## config.mk

```make
export PLATFORM = sky130hd
export DESIGN_NAME = data_collector
export DESIGN_NICKNAME = d
export VERILOG_FILES = /design/src/rtl/data_collector.sv
export SDC_FILE = /design/constraint.sdc
export NUM_CORES = 1
export LEC_CHECK = 0
export CORE_AREA = 2 2 64 66
export CTS_CLUSTER_DIAMETER = 50
export DETAILED_ROUTE_END_ITERATION = 10
export DIE_AREA = 0 0 66 68
export GPL_ROUTABILITY_DRIVEN = 0
export PLACE_DENSITY = 0.79
export SLEW_MARGIN = 20
export SYNTH_ARGS = -nofsm -noshare
export SYNTH_HDL_FRONTEND = slang
export SYNTH_SLANG_ARGS = --single-unit
```

## constraint.sdc

```tcl
create_clock -name clk -period 4.4 [get_ports clk]
set_input_delay 0.44 -clock clk [delete_from_list [all_inputs] [get_ports clk]]
set_output_delay 0.44 -clock clk [all_outputs]
set_load 0.02 [all_outputs]
```

## src/rtl/data_collector.sv

```systemverilog
// rtl/data_collector.sv - four-channel round-robin collector onto a single registered output stream
module data_collector #(
    parameter int DATA_W  = 8,
    parameter int COUNT_W = 16
) (
    input  logic               clk,
    input  logic               rst,
    input  logic               enable,
    input  logic [DATA_W-1:0]  in0_data,
    input  logic [DATA_W-1:0]  in1_data,
    input  logic [DATA_W-1:0]  in2_data,
    input  logic [DATA_W-1:0]  in3_data,
    input  logic [3:0]         in_valid,
    output logic [3:0]         in_ready,
    output logic [DATA_W-1:0]  out_data,
    output logic [1:0]         out_sel,
    output logic               out_valid,
    input  logic               out_ready,
    output logic [COUNT_W-1:0] xfer_count
);

    localparam logic [0:0] EMPTY = 1'b0;
    localparam logic [0:0] FULL  = 1'b1;

    logic [0:0]        state;
    logic [1:0]        rr_ptr;
    logic [1:0]        grant_idx;
    logic              grant_found;
    logic [DATA_W-1:0] grant_data;
    logic              load_ok;
    logic              accept;
    logic              drain;

    assign out_valid = (state == FULL);
    assign load_ok   = !out_valid || out_ready;
    assign drain     = out_valid && out_ready;

    // Rotating priority: the channel just after the last winner is searched first.
    always_comb begin
        logic [1:0] cand;
        grant_idx   = rr_ptr;
        grant_found = 1'b0;
        cand        = rr_ptr;
        for (int k = 0; k < 4; k++) begin
            cand = rr_ptr + 2'(k);
            if (!grant_found && in_valid[cand]) begin
                grant_idx   = cand;
                grant_found = 1'b1;
            end
        end
    end

    always_comb begin
        grant_data = in0_data;
        case (grant_idx)
            2'd0: grant_data = in0_data;
            2'd1: grant_data = in1_data;
            2'd2: grant_data = in2_data;
            2'd3: grant_data = in3_data;
            default: grant_data = in0_data;
        endcase
    end

    // in_ready is held low throughout reset, independent of any clock edge.
    always_comb begin
        in_ready = 4'b0000;
        if (!rst && enable && load_ok && grant_found)
            in_ready[grant_idx] = 1'b1;
    end

    assign accept = |(in_valid & in_ready);

    always_ff @(posedge clk or posedge rst) begin
        if (rst) begin
            state      <= EMPTY;
            rr_ptr     <= 2'd0;
            out_data   <= '0;
            out_sel    <= 2'd0;
            xfer_count <= '0;
        end else begin
            if (accept) begin
                out_data <= grant_data;
                out_sel  <= grant_idx;
                rr_ptr   <= grant_idx + 2'd1;
            end
            if (drain)
                xfer_count <= xfer_count + COUNT_W'(1);
            // A drain and a reload in the same cycle keep the register full.
            case (state)
                EMPTY:   if (accept) state <= FULL;
                FULL:    if (drain && !accept) state <= EMPTY;
                default: state <= EMPTY;
            endcase
        end
    end

endmodule

```

==> summary by stage, run 1 <==
Clocking
In this run, post-CTS hold repair placed 0 buffers. Clock-pin slew was measured on the worst setup and hold paths at ~0.06 ns. The CTS buffer count is 5. The cell sitting at the root of the clock tree is a sky130_fd_sc_hd__clkbuf_8.

In this run, post-CTS repair resized a total of 0 instances. Post-CTS timing repair inserted 0 buffers for setup. The later pin in the worst-skew pair is clocked with a latency of between 0.2 and 0.3 ns.

In this run the number of H-tree levels came out at 2. No sink is reached through more buffers than the 2 on the longest clock path. CTS saw 29 sinks. TritonCTS built the clock tree.

Routing
The number of detailed-routing iterations run before antenna repair is 4. The total via count in the routed design is approximately 1400. The detailed router finished its first iteration with roughly 120 violations.

After detailed routing, the number of vias per cell comes to 5.07. For this block, the routed nets add up to 3.91 mm of wire. The number of nets with antenna violations after routing is 0.

The detailed-route DRC error count is 0. After detailed routing, the average wire length per cell comes to 14.4 um.

Worst setup path
STA classifies the critical path endpoint as an output pin. The type of element launching the critical path is a primary input. Data on the critical path arrives at its endpoint at roughly 3.2 ns. By startpoint and endpoint, the worst setup path is classified as in2out. The required time of the critical path is 3.96 ns.

Of all nets on the critical path, the largest fanout is 10.

Timing
Static timing analysis puts the maximum clock frequency at approximately 280 MHz. The final-report max-slew violation count is 0. The number of hold-slack violations in the final timing report is 0. For the pin with the worst max-slew slack, the measured transition is between 0.6 and 0.7 ns. The routed design could run at a clock period as short as ~3.6 ns. The max-slew headroom at the worst pin is between 50 and 60%. Setup repair after global routing left no endpoint under its margin. The share of the clock period used by the worst path after layout is between 80 and 90%.

The total setup violations reported at the end of the flow is 0. The worst clock skew is about 0.0015 ns. The final-layout setup total negative slack is 0 ns.

Logic synthesis
After synthesis the cells add up to roughly 1600 um2. In the synthesized netlist, the number of instances is approximately 150. The average footprint of a synthesized cell is ~11 um2. After synthesis, the most frequently instantiated cells are sky130_fd_sc_hd__dfrtp_1, sky130_fd_sc_hd__nand2_1, sky130_fd_sc_hd__o21ai_0, sky130_fd_sc_hd__xnor2_1, sky130_fd_sc_hd__a222oi_1. In this run the biggest area consumer among cell types represents approximately 45% of the synthesized area. The synthesized design spends more area on one cell type than any other, namely sky130_fd_sc_hd__dfrtp_1. The register area share after synthesis is 44.7%. Counting every net in the synthesized netlist gives a little under 200.

Yosys mapped a number of flops with a built-in enable equal to 0. The main flop type after synthesis is sky130_fd_sc_hd__dfrtp_1. For this run, asynchronously set or reset flops after synthesis account for between 90% and 100%. The number of library cell types mapped by synthesis is 34. Yosys printed 0 warnings. The most common cell in the synthesized netlist is sky130_fd_sc_hd__dfrtp_1. The synthesized design contains 29 register bits. Yosys attributes the largest share of cell area to sky130_fd_sc_hd__dfrtp_1, sky130_fd_sc_hd__mux2_4, sky130_fd_sc_hd__xnor2_1.

Global routing
The via count of the first global-routing pass is approximately 1300. Summed over all layers, the global routing overflow is 0. The number of antenna violations at the first check in global routing was 0. The overall fraction of global-route tracks in use is 18.5%. The first global-routing pass estimated between 6 and 7 mm of wire. Entering global routing, the biggest net connects 30 pins.

Place
The HPWL after detailed placement is 2.84 mm. The number of placed instances, taps included is between 200 and 300. Buffers placed on the I/O ports in this run total 70.

Layout
Compared with the post-synthesis result, the final layout area differs by 51.7%. In the final layout, the share of cells above drive strength 1 is around 13%. The number of non-filler instances in the completed layout is roughly 270. The net count of the finished layout is about 270. The layout filler cell count is roughly 330. The diode insertion count for antenna repair is 0.

Run
Max-cap violations in this run came to 0.

Die
The top-level port count is 71. The floorplan step defined a die boundary enclosing 4490 um2. The starting utilization of the core area is a little over two fifths. From bottom edge to top edge, the die measures 68 um. The floorplan has 23 rows.

The placeable core region is 3860 um2. The die is between 60 and 70 um wide.

Power
The highest ir drop seen on vdd is roughly 0.37 mV. For this design the static power due to leakage is about 1.1 nW. Overall power consumption after layout is estimated at 1.23 mW. The power per standard cell area is ~500 nW/um2.

Run status
The run finished with clean final reports.

Worst hold path
In this run the worst hold path is classified as reg2reg.
-- flip-flops by register name, summed over array words and instances, names as in the netlist --
signal / flops
out_sel: 2
xfer_count: 16
rr_ptr: 2
out_data: 8
out_valid: 1
-- cells by family after synthesis --
kind of cell	after synthesis	synth area share [%]
mux	12	9.94
buf+inv	9	2.93
compound gates	27	14.0
simple gates	49	15.7
xor+xnor	15	8.09
fa+ha+maj	6	4.62
flops	29	44.7
-- metrics by stage --
stage	util [%]	hold WS [ns]	setup slack [ns]	area (um2)
6_report	63.9	0.467	0.809	2460
5_1_grt	63.9	0.499	0.581	2460
4_1_cts	63.9	0.473	0.822	2460
3_5_place_dp	61.3	0.462	0.766	2360
3_3_place_gp	61.3	0.456	0.879	2360
2_1_floorplan	-	0.518	1.70	1620
-- cells in the final DEF, fill, tap and decap left out, types with 2 or more instances in the layout --
master and n:
sky130_fd_sc_hd__and2_1 4, sky130_fd_sc_hd__a21oi_1 2, sky130_fd_sc_hd__a222oi_1 8, sky130_fd_sc_hd__ha_1 6, sky130_fd_sc_hd__inv_1 3, sky130_fd_sc_hd__and3_1 2
sky130_fd_sc_hd__a211oi_1 2, sky130_fd_sc_hd__xnor2_1 10, sky130_fd_sc_hd__nor3_1 3, sky130_fd_sc_hd__nand3_1 5, sky130_fd_sc_hd__xor2_1 5, sky130_fd_sc_hd__nor2_1 6
sky130_fd_sc_hd__dfrtp_1 29, sky130_fd_sc_hd__clkdlybuf4s50_1 70, sky130_fd_sc_hd__nand2b_1 4, sky130_fd_sc_hd__o21ai_0 10, sky130_fd_sc_hd__mux2_4 7, sky130_fd_sc_hd__nand2_1 15
sky130_fd_sc_hd__and4_1 2, sky130_fd_sc_hd__mux2_2 5, sky130_fd_sc_hd__nand4_1 3, sky130_fd_sc_hd__clkbuf_8 7
-- worst max-delay path, stage by stage --
cell and delay (ns):
sky130_fd_sc_hd__clkdlybuf4s50_1 0.51, sky130_fd_sc_hd__nor2b_1 0.19, sky130_fd_sc_hd__a21o_1 0.15, sky130_fd_sc_hd__a211oi_1 0.53
sky130_fd_sc_hd__ha_1 0.54, sky130_fd_sc_hd__and2_1 0.19, sky130_fd_sc_hd__clkdlybuf4s50_1 0.59
-- metal layers --
| metal | global-route usage (%) | wire (um) | up-vias |
|---|---|---|---|
| met5 | 0 | 0 | - |
| met4 | 7.14 | 35 | 0 |
| met3 | 5.43 | 273 | 6 |
| met2 | 29.7 | 1840 | 53 |
| met1 | 23.7 | 1760 | 636 |
| li1 | - | - | 680 |
-- power by group --
group / leakage, nW / switching, mW / internal [mW]
combinational: 0.624 / 0.279 / 0.307
clock: 0.0542 / 0.0977 / 0.141
sequential: 0.379 / 0.0631 / 0.339
total: 1.06 / 0.440 / 0.786
-- final timing paths --
| check | from | to | slack [ns] | cells after the start |
|---|---|---|---|---|
| worst max-delay path | in_valid[2] | in_ready[1] | 0.81 | 7 |
| worst min-delay path | xfer_count[15] | xfer_count[15] | 0.47 | 1 |
| worst max register to register | rr_ptr[0] | out_data[5] | 1.44 | 8 |
| worst min register to register | xfer_count[15] | xfer_count[15] | 0.47 | 1 |
| max in group asynchronous | rst | out_data[3] | 3.45 | 2 |
| min in group asynchronous | rst | out_sel[0] | 0.56 | 2 |
-- final cells by class --
type                    count  area [um2]  share of cell area (%)
inverters                   4        15.0                   0.609
multi-input cells         109         851                    34.5
flip-flops and latches     29         726                    29.5
clock buffers               7        96.3                    3.91
clock inverters             1        5.00                   0.203
repair buffers             71         708                    28.7
well taps                  50        62.6                    2.54
Note: power is estimated with default switching activity, not from simulation.
==> inputs of run 2 (changes only) <==
--- a/config.mk
+++ b/config.mk
@@ -5,12 +5,12 @@
 export SDC_FILE = /design/constraint.sdc
 export NUM_CORES = 1
 export LEC_CHECK = 0
-export CORE_AREA = 2 2 64 66
+export CORE_AREA = 2 2 66 68
 export CTS_CLUSTER_DIAMETER = 50
 export DETAILED_ROUTE_END_ITERATION = 10
-export DIE_AREA = 0 0 66 68
+export DIE_AREA = 0 0 68 70
 export GPL_ROUTABILITY_DRIVEN = 0
-export PLACE_DENSITY = 0.79
+export PLACE_DENSITY = 0.74
 export SLEW_MARGIN = 20
 export SYNTH_ARGS = -nofsm -noshare
 export SYNTH_HDL_FRONTEND = slang
==> constraint.sdc (replaced) <==
create_clock -name clk -period 3.54 [get_ports clk]
set_input_delay 0.354 -clock clk [delete_from_list [all_inputs] [get_ports clk]]
set_output_delay 0.354 -clock clk [all_outputs]
set_load 0.02 [all_outputs]
==> run 2 against run 1 <==
Compared with the run above:
- worst hold slack gained 0.0057 ns
- final cell count is 2.2% higher
- sequential cell count stayed put
- sequential share of layout area shrank 0.21 points
- non-clock buffer count grew 4
- global-route usage shrank 0.59 points
- critical path type unchanged
- largest cell class unchanged
==> summary by stage, run 2 (synthesis results as in run 1) <==
Die
The die boundary height is 70 um (+2.9%). The top-level port count is 71 (unchanged). The placeable core region is 4140 um2 (+7.5%). The standard-cell row count is 24 (+4.3%). The area enclosed by the die boundary is 4760 um2 (+6.1%). The starting utilization of the core area is 39.2% (-2.9 points). The die extent in x is 68 um (+3.0%).

Global routing
The largest net degree at the start of global routing is 30 (unchanged). The global-route wire length before repair was 6.49 mm (+5.3%). The number of antenna violations at the first check in global routing is 0 (unchanged). The via count of the first global-routing pass came to 1373 (+3.0%). The remaining global-route overflow was 0 (unchanged). The overall fraction of global-route tracks in use is 17.9% (-0.59 points).

Timing
The max-slew headroom at the worst pin is 51.6% (-6.3 points). The worst path in the final design needs a cycle of 3.33 ns, including I/O delays and setup. The slew at the pin closest to its max-slew limit is 0.720 ns (+0.0943 ns). The share of the clock period used by the worst path after layout is approximately 94%. The final-layout setup total negative slack is 0 ns (unchanged).

The final-report max-slew violation count is 0 (unchanged). The worst clock skew is 0.00771 ns (+0.00619 ns). The highest attainable clock frequency is roughly 300 MHz. The number of hold-slack violations in the final timing report is 0 (unchanged). The final hold slack came to 0.473 ns (+0.00567 ns).

The total setup violations reported at the end of the flow came to 0 (unchanged). Setup repair after global routing left no endpoint under its margin.

Clocking
The count of hold buffers inserted by post-cts repair is 0 (unchanged). The clock tree from TritonCTS is built. The clock sink count is 29 (unchanged). The CTS buffer count is 5 (unchanged). The number of H-tree branching levels was 2 (unchanged). The clock transition time at the flip-flop clock pins of the worst setup and hold paths came to 0.07 ns (about the same).

The post-CTS setup buffer count is 0 (unchanged). The tree is rooted in a sky130_fd_sc_hd__clkbuf_8. The maximum buffer depth of the clock tree came to 2 (unchanged). The total of cells resized after clock tree synthesis came to 0 (unchanged). The clock latency reported for the late side of the worst-skew pair is 0.28 ns (about the same).

Place
The number of placed instances, taps included is 269 (+2.3%). The HPWL after detailed placement came to 3.01 mm (+5.9%). The number of port buffers was 70 (unchanged).

The post-placement cell area came to 2390 um2 (+1.4%).

Layout
The leading cell type in the layout, fill and taps excluded is sky130_fd_sc_hd__clkdlybuf4s50_1. The fraction of final layout cells sized beyond drive strength 1 was 14.2% (+1.6 points). The register containing the most flip-flops in the final layout is xfer_count. The area growth from synthesis to layout is 52.8%. The diode insertion count for antenna repair is 0 (unchanged).

The number of non-filler instances in the completed layout is 277 (+2.2%). The final instance area is 2480 um2 (+0.71%). The net count of the finished layout is 270 (+1.5%). The final design utilization is 59.9% (-4.0 points). The largest registers in the layout are xfer_count (16), out_data (8). The top cell types in the final layout, fill and taps aside, are sky130_fd_sc_hd__clkdlybuf4s50_1, sky130_fd_sc_hd__dfrtp_1, sky130_fd_sc_hd__nand2_1. The layout filler cell count is 357 (+8.8%).

The flip-flop count of the largest register, all copies and words added is 16 (unchanged).

Worst setup path
The arrival time at the worst endpoint came to 2.98 ns (-0.17 ns). The sort of element at the end of the critical path is an output pin. The library cell contributing the largest single delay on the critical path is sky130_fd_sc_hd__clkdlybuf4s50_1.

The critical path buffer and inverter count is 4 (+2). The maximum fanout encountered on the critical timing path came to 10 (unchanged). The category of the critical setup timing path is in2out.

The maximum cell stage delay along the critical path is 0.56 ns (-0.03 ns). The type of element launching the critical path is a primary input. The required time of the critical path came to 3.19 ns (-0.77 ns). On the critical path the largest part of the delay comes from buffers and inverters. Walking the worst path, the cells encountered are clkdlybuf4s50_1 > inv_1 > a31o_2 > o21ai_0 > inv_1 > ha_1 > and2_1 > clkdlybuf4s50_1.

Routing
The detailed-route DRC error count is 0 (unchanged). The final routed wirelength across all metal layers is 4.00 mm (+2.2%). The number of violations reported at the end of detailed-routing iteration 0 is 113 (-6.6%). The number of detailed-routing iterations run before antenna repair is 4 (unchanged). The wire length per cell after detailed routing is 14.4 um (about the same). The total via count in the routed design is 1442 (+4.9%).

The number of nets with antenna violations after routing is 0 (unchanged). The average vias per placed instance is 5.21 (+2.6%).

Power
The static leakage was 1.07 nW (+0.96%). The power per standard cell area came to 610 nW/um2 (+23%). The sequential share of power is 32.8% (about the same). The switching power total was 0.559 mW (+27%).

The clock network power share came to 17.4% (-2.1 points). The switching fraction of total power is 36.9% (+1.0 points). The highest ir drop seen on vdd was 0.443 mV (+20%). The internal portion of total power is 0.955 mW (+21%). The portion of total power attributed to combinational logic was 49.8% (+2.0 points).

Run status
The flow ran to the end, and the final reports show no timing, DRC or antenna violations.

Worst hold path
The path type of the worst min-delay path is reg2reg.

Run
The count of maximum capacitance violations is 0 (unchanged).
==> run 2: changes by cell type in the layout (fill, tap and decap cells not counted) <==
cell                         change
sky130_fd_sc_hd__buf_4           +4
sky130_fd_sc_hd__clkbuf_8        -2
sky130_fd_sc_hd__clkinv_2        +1
sky130_fd_sc_hd__clkinvlp_4      +1
==> run 2: power groups by stage <==
stage          Clock, mW  Combinational, mW  Sequential (mW)
2_1_floorplan          0              0.365            0.583
3_3_place_gp           0              0.749            0.499
3_5_place_dp           0              0.760            0.501
4_1_cts            0.269              0.762            0.497
5_1_grt            0.287              0.821            0.508
6_report           0.263              0.754            0.496
==> run 2: metal layers <==
layer | vias to the layer above | track usage, % | wire length [um]
li1 | 690 | - | -
met1 | 701 | 23.9 | 1800
met2 | 47 | 29.0 | 1910
met3 | 4 | 3.54 | 255
met4 | 0 | 5.33 | 35
met5 | - | 0 | 0
==> run 2: worst paths after layout <==
path                           startpoint        endpoint  slack, ns  depth (start not counted)
hold / removal             xfer_count[15]  xfer_count[15]       0.47                          1
setup / recovery              in_valid[3]     in_ready[1]       0.21                          8
max in group asynchronous             rst   xfer_count[0]       2.63                          2
min in group asynchronous             rst      out_sel[0]       0.50                          2
setup reg to reg                rr_ptr[1]     out_data[4]       0.73                          9
hold reg to reg            xfer_count[15]  xfer_count[15]       0.47                          1
==> run 2: per-stage QoR <==
step,total power [mW],worst slack (ns)
detailed placement,1.26,0.206
CTS,1.53,0.205
global route,1.62,0.0357
finish,1.51,0.207
global placement,1.25,0.297
floorplan,0.948,0.926
==> run 2: final cells by class <==
| type | instances | area, um2 | share of cell area (%) |
|---|---|---|---|
| Inverter | 4 | 15.0 | 0.605 |
| Timing Repair Buffer | 75 | 738 | 29.8 |
| Sequential cell | 29 | 726 | 29.2 |
| Clock inverter | 3 | 17.5 | 0.706 |
| Tap cell | 52 | 65.1 | 2.62 |
| Multi-Input combinational cell | 109 | 851 | 34.3 |
| Clock buffer | 5 | 68.8 | 2.77 |
==> inputs of run 3 (changes only) <==
--- a/config.mk
+++ b/config.mk
@@ -5,12 +5,14 @@
 export SDC_FILE = /design/constraint.sdc
 export NUM_CORES = 1
 export LEC_CHECK = 0
-export CORE_AREA = 2 2 66 68
+export CORE_AREA = 2 2 65 67
+export CTS_BUF_LIST = sky130_fd_sc_hd__clkbuf_8
 export CTS_CLUSTER_DIAMETER = 50
 export DETAILED_ROUTE_END_ITERATION = 10
-export DIE_AREA = 0 0 68 70
+export DIE_AREA = 0 0 67 69
 export GPL_ROUTABILITY_DRIVEN = 0
-export PLACE_DENSITY = 0.74
+export GPL_TIMING_DRIVEN = 0
+export PLACE_DENSITY = 0.76
 export SLEW_MARGIN = 20
 export SYNTH_ARGS = -nofsm -noshare
 export SYNTH_HDL_FRONTEND = slang
==> run 3 against run 2 <==
Compared with the run above:
- clock skew is 0.0031 ns lower
- final cell count decreased by 0.72%
- critical path depth up 1
- routed wire length fell by 1.9%
- fmax barely moved
- sequential cell count stayed put
- critical path type unchanged
- total power increased by 1.9%
- utilization up 3.8 points
- setup slack got worse by 0.0017 ns
==> summary by stage, run 3 (synthesis results as in run 1) <==
Run status
The run finished with clean final reports.

Worst hold path
The path type of the worst min-delay path is reg2reg.

Global routing
The global-route wire length before repair is 6.62 mm (+1.9%). The via count of the first global-routing pass came to 1458 (+6.2%). The remaining global-route overflow is 0 (unchanged). The number of antenna violations at the first check in global routing came to 0 (unchanged). The overall fraction of global-route tracks in use is 18.5% (+0.62 points). The largest net degree at the start of global routing is 30 (unchanged).

Worst setup path
The category of the critical setup timing path is in2out. The critical path goes through clkdlybuf4s50_1 > inv_1 > a31o_2 > o21ai_0 > inv_1 > ha_1 > buf_4 > and2_1 > clkdlybuf4s50_1. The type of element launching the critical path is a primary input.

The sort of element at the end of the critical path is an output pin. The required time of the critical path is 3.19 ns (about the same). The maximum fanout encountered on the critical timing path came to 10 (unchanged). The largest individual stage delay along the critical path comes from the cell sky130_fd_sc_hd__clkdlybuf4s50_1. The arrival time at the worst endpoint is 2.98 ns (about the same). The maximum cell stage delay along the critical path is 0.58 ns (+0.02 ns).

Clocking
The root buffer cell chosen for the clock tree is sky130_fd_sc_hd__clkbuf_8. The clock latency reported for the late side of the worst-skew pair came to 0.28 ns (about the same). The clock transition time at the flip-flop clock pins of the worst setup and hold paths is 0.06 ns (about the same). The clock tree from TritonCTS is built. The post-CTS setup buffer count was 0 (unchanged). The number of H-tree branching levels is 2 (unchanged).

The count of hold buffers inserted by post-cts repair is 0 (unchanged). The maximum buffer depth of the clock tree is 2 (unchanged). The clock sink count was 29 (unchanged). The CTS buffer count is 5 (unchanged). The total of cells resized after clock tree synthesis came to 0 (unchanged).

Power
The power per standard cell area is 619 nW/um2 (+1.4%). The highest ir drop seen on vdd is 0.398 mV (-10%). The static leakage came to 1.08 nW (+0.72%).

Die
The die extent in x is 67 um (-1.5%). The area enclosed by the die boundary was 4620 um2 (-2.9%). The top-level port count is 71 (unchanged). The die boundary height is 69 um (-1.4%). The starting utilization of the core area is 41.5% (+2.3 points). The placeable core region is 3910 um2 (-5.6%). The standard-cell row count came to 23 (-4.2%).

Layout
The register containing the most flip-flops in the final layout is xfer_count. The final instance area is 2490 um2 (+0.50%). The net count of the finished layout was 270 (unchanged). The largest registers in the layout are xfer_count (16), out_data (8). The combined flip-flop and latch cell area came to 726 um2 (unchanged). The number of non-filler instances in the completed layout is 275 (-0.72%). The area taken by multi-input logic gates is 856 um2 (+0.59%).

The layout filler cell count came to 339 (-5.0%). Compared with the post-synthesis result, the final layout area differs by 53.5%. The library cell used most frequently in the layout, excluding fill and tap cells, is sky130_fd_sc_hd__clkdlybuf4s50_1. The fraction of final layout cells sized beyond drive strength 1 is 14.2% (unchanged). The flip-flop count of the largest register, all copies and words added was 16 (unchanged). The diode insertion count for antenna repair is 0 (unchanged). In the layout the commonest cells are sky130_fd_sc_hd__clkdlybuf4s50_1, sky130_fd_sc_hd__dfrtp_1, sky130_fd_sc_hd__nand2_1.

Routing
The average vias per placed instance is 5.18 (-0.53%). The number of detailed-routing iterations run before antenna repair came to 4 (unchanged). The total via count in the routed design is 1424 (-1.2%). The number of nets with antenna violations after routing came to 0 (unchanged). The wire length per cell after detailed routing is 14.3 um (-1.2%). The number of violations reported at the end of detailed-routing iteration 0 is 126 (+12%). The detailed-route DRC error count was 0 (unchanged). The final routed wirelength across all metal layers is 3.92 mm (-1.9%).

Timing
The worst setup slack after layout is 0.205 ns (-0.00174 ns). The worst clock skew is 0.00460 ns (-0.00311 ns). The share of the clock period used by the worst path after layout is 94.2% (about the same). The final-report max-slew violation count is 0 (unchanged).

The minimum period implied by the final worst setup slack came to 3.33 ns (+0.00174 ns). The number of hold-slack violations in the final timing report is 0 (unchanged). The total setup violations reported at the end of the flow is 0 (unchanged). Setup repair after global routing left no endpoint under its margin.

The highest attainable clock frequency was 300 MHz (about the same). The slew at the pin closest to its max-slew limit came to 0.601 ns (-0.119 ns). The max-slew headroom at the worst pin is 59.6% (+8.0 points).

Run
The count of maximum capacitance violations is 0 (unchanged).

Place
The number of port buffers was 70 (unchanged). The HPWL after detailed placement is 3.03 mm (+0.70%). The number of placed instances, taps included was 267 (-0.74%). The worst slack at placement is -0.112 ns (-0.318 ns). The post-placement cell area was 2390 um2 (-0.31%).
[run 3: worst paths after layout]
kind | startpoint | to | slack, ns | cells after the start
max | in_valid[3] | in_ready[1] | 0.21 | 9
max in group asynchronous | rst | out_sel[1] | 2.65 | 2
min reg2reg | xfer_count[15] | xfer_count[15] | 0.47 | 1
min in group asynchronous | rst | out_data[3] | 0.49 | 2
min | xfer_count[15] | xfer_count[15] | 0.47 | 1
max reg2reg | rr_ptr[1] | out_data[0] | 0.60 | 9
[run 3: worst max-delay path, delay by kind of cell]
family          cells  cell delay, ns
fa+ha+maj           1            0.25
simple gates        1            0.14
compound gates      2            0.68
buf+inv             5            1.56
[run 3: power breakdown]
| part | total, mW | internal (mW) | switching (mW) |
|---|---|---|---|
| clock network | 0.294 | 0.175 | 0.119 |
| logic | 0.755 | 0.392 | 0.363 |
| registers | 0.494 | 0.421 | 0.0731 |
[run 3: metrics by stage]
| step | util (%) | TNS (ns) | hold slack (ns) | total power, mW |
|---|---|---|---|---|
| 3_5_place_dp | 61.0 | -0.770 | 0.466 | 1.26 |
| 6_report | 63.7 | 0 | 0.472 | 1.54 |
| 2_1_floorplan | - | 0 | 0.432 | 0.948 |
| 4_1_cts | 63.6 | 0 | 0.474 | 1.56 |
| 3_3_place_gp | 61.0 | 0 | 0.455 | 1.24 |
| 5_1_grt | 63.7 | 0 | 0.513 | 1.64 |
[run 3: metal layers]
metal	vias up	wire length, um	track usage [%]
met4	0	36	5.67
met3	4	133	4.40
met1	702	1680	23.1
li1	689	-	-
met5	-	0	0
met2	29	2080	31.1
[run 3: layout make-up]
class                           count  area share [%]
Clock inverter                      1           0.201
Clock buffer                        7            3.86
Inverter                            4           0.602
Timing Repair Buffer               70            28.1
Buffer                              5            1.30
Multi-Input combinational cell    109            34.3
Tap cell                           50            2.51
Sequential cell                    29            29.1
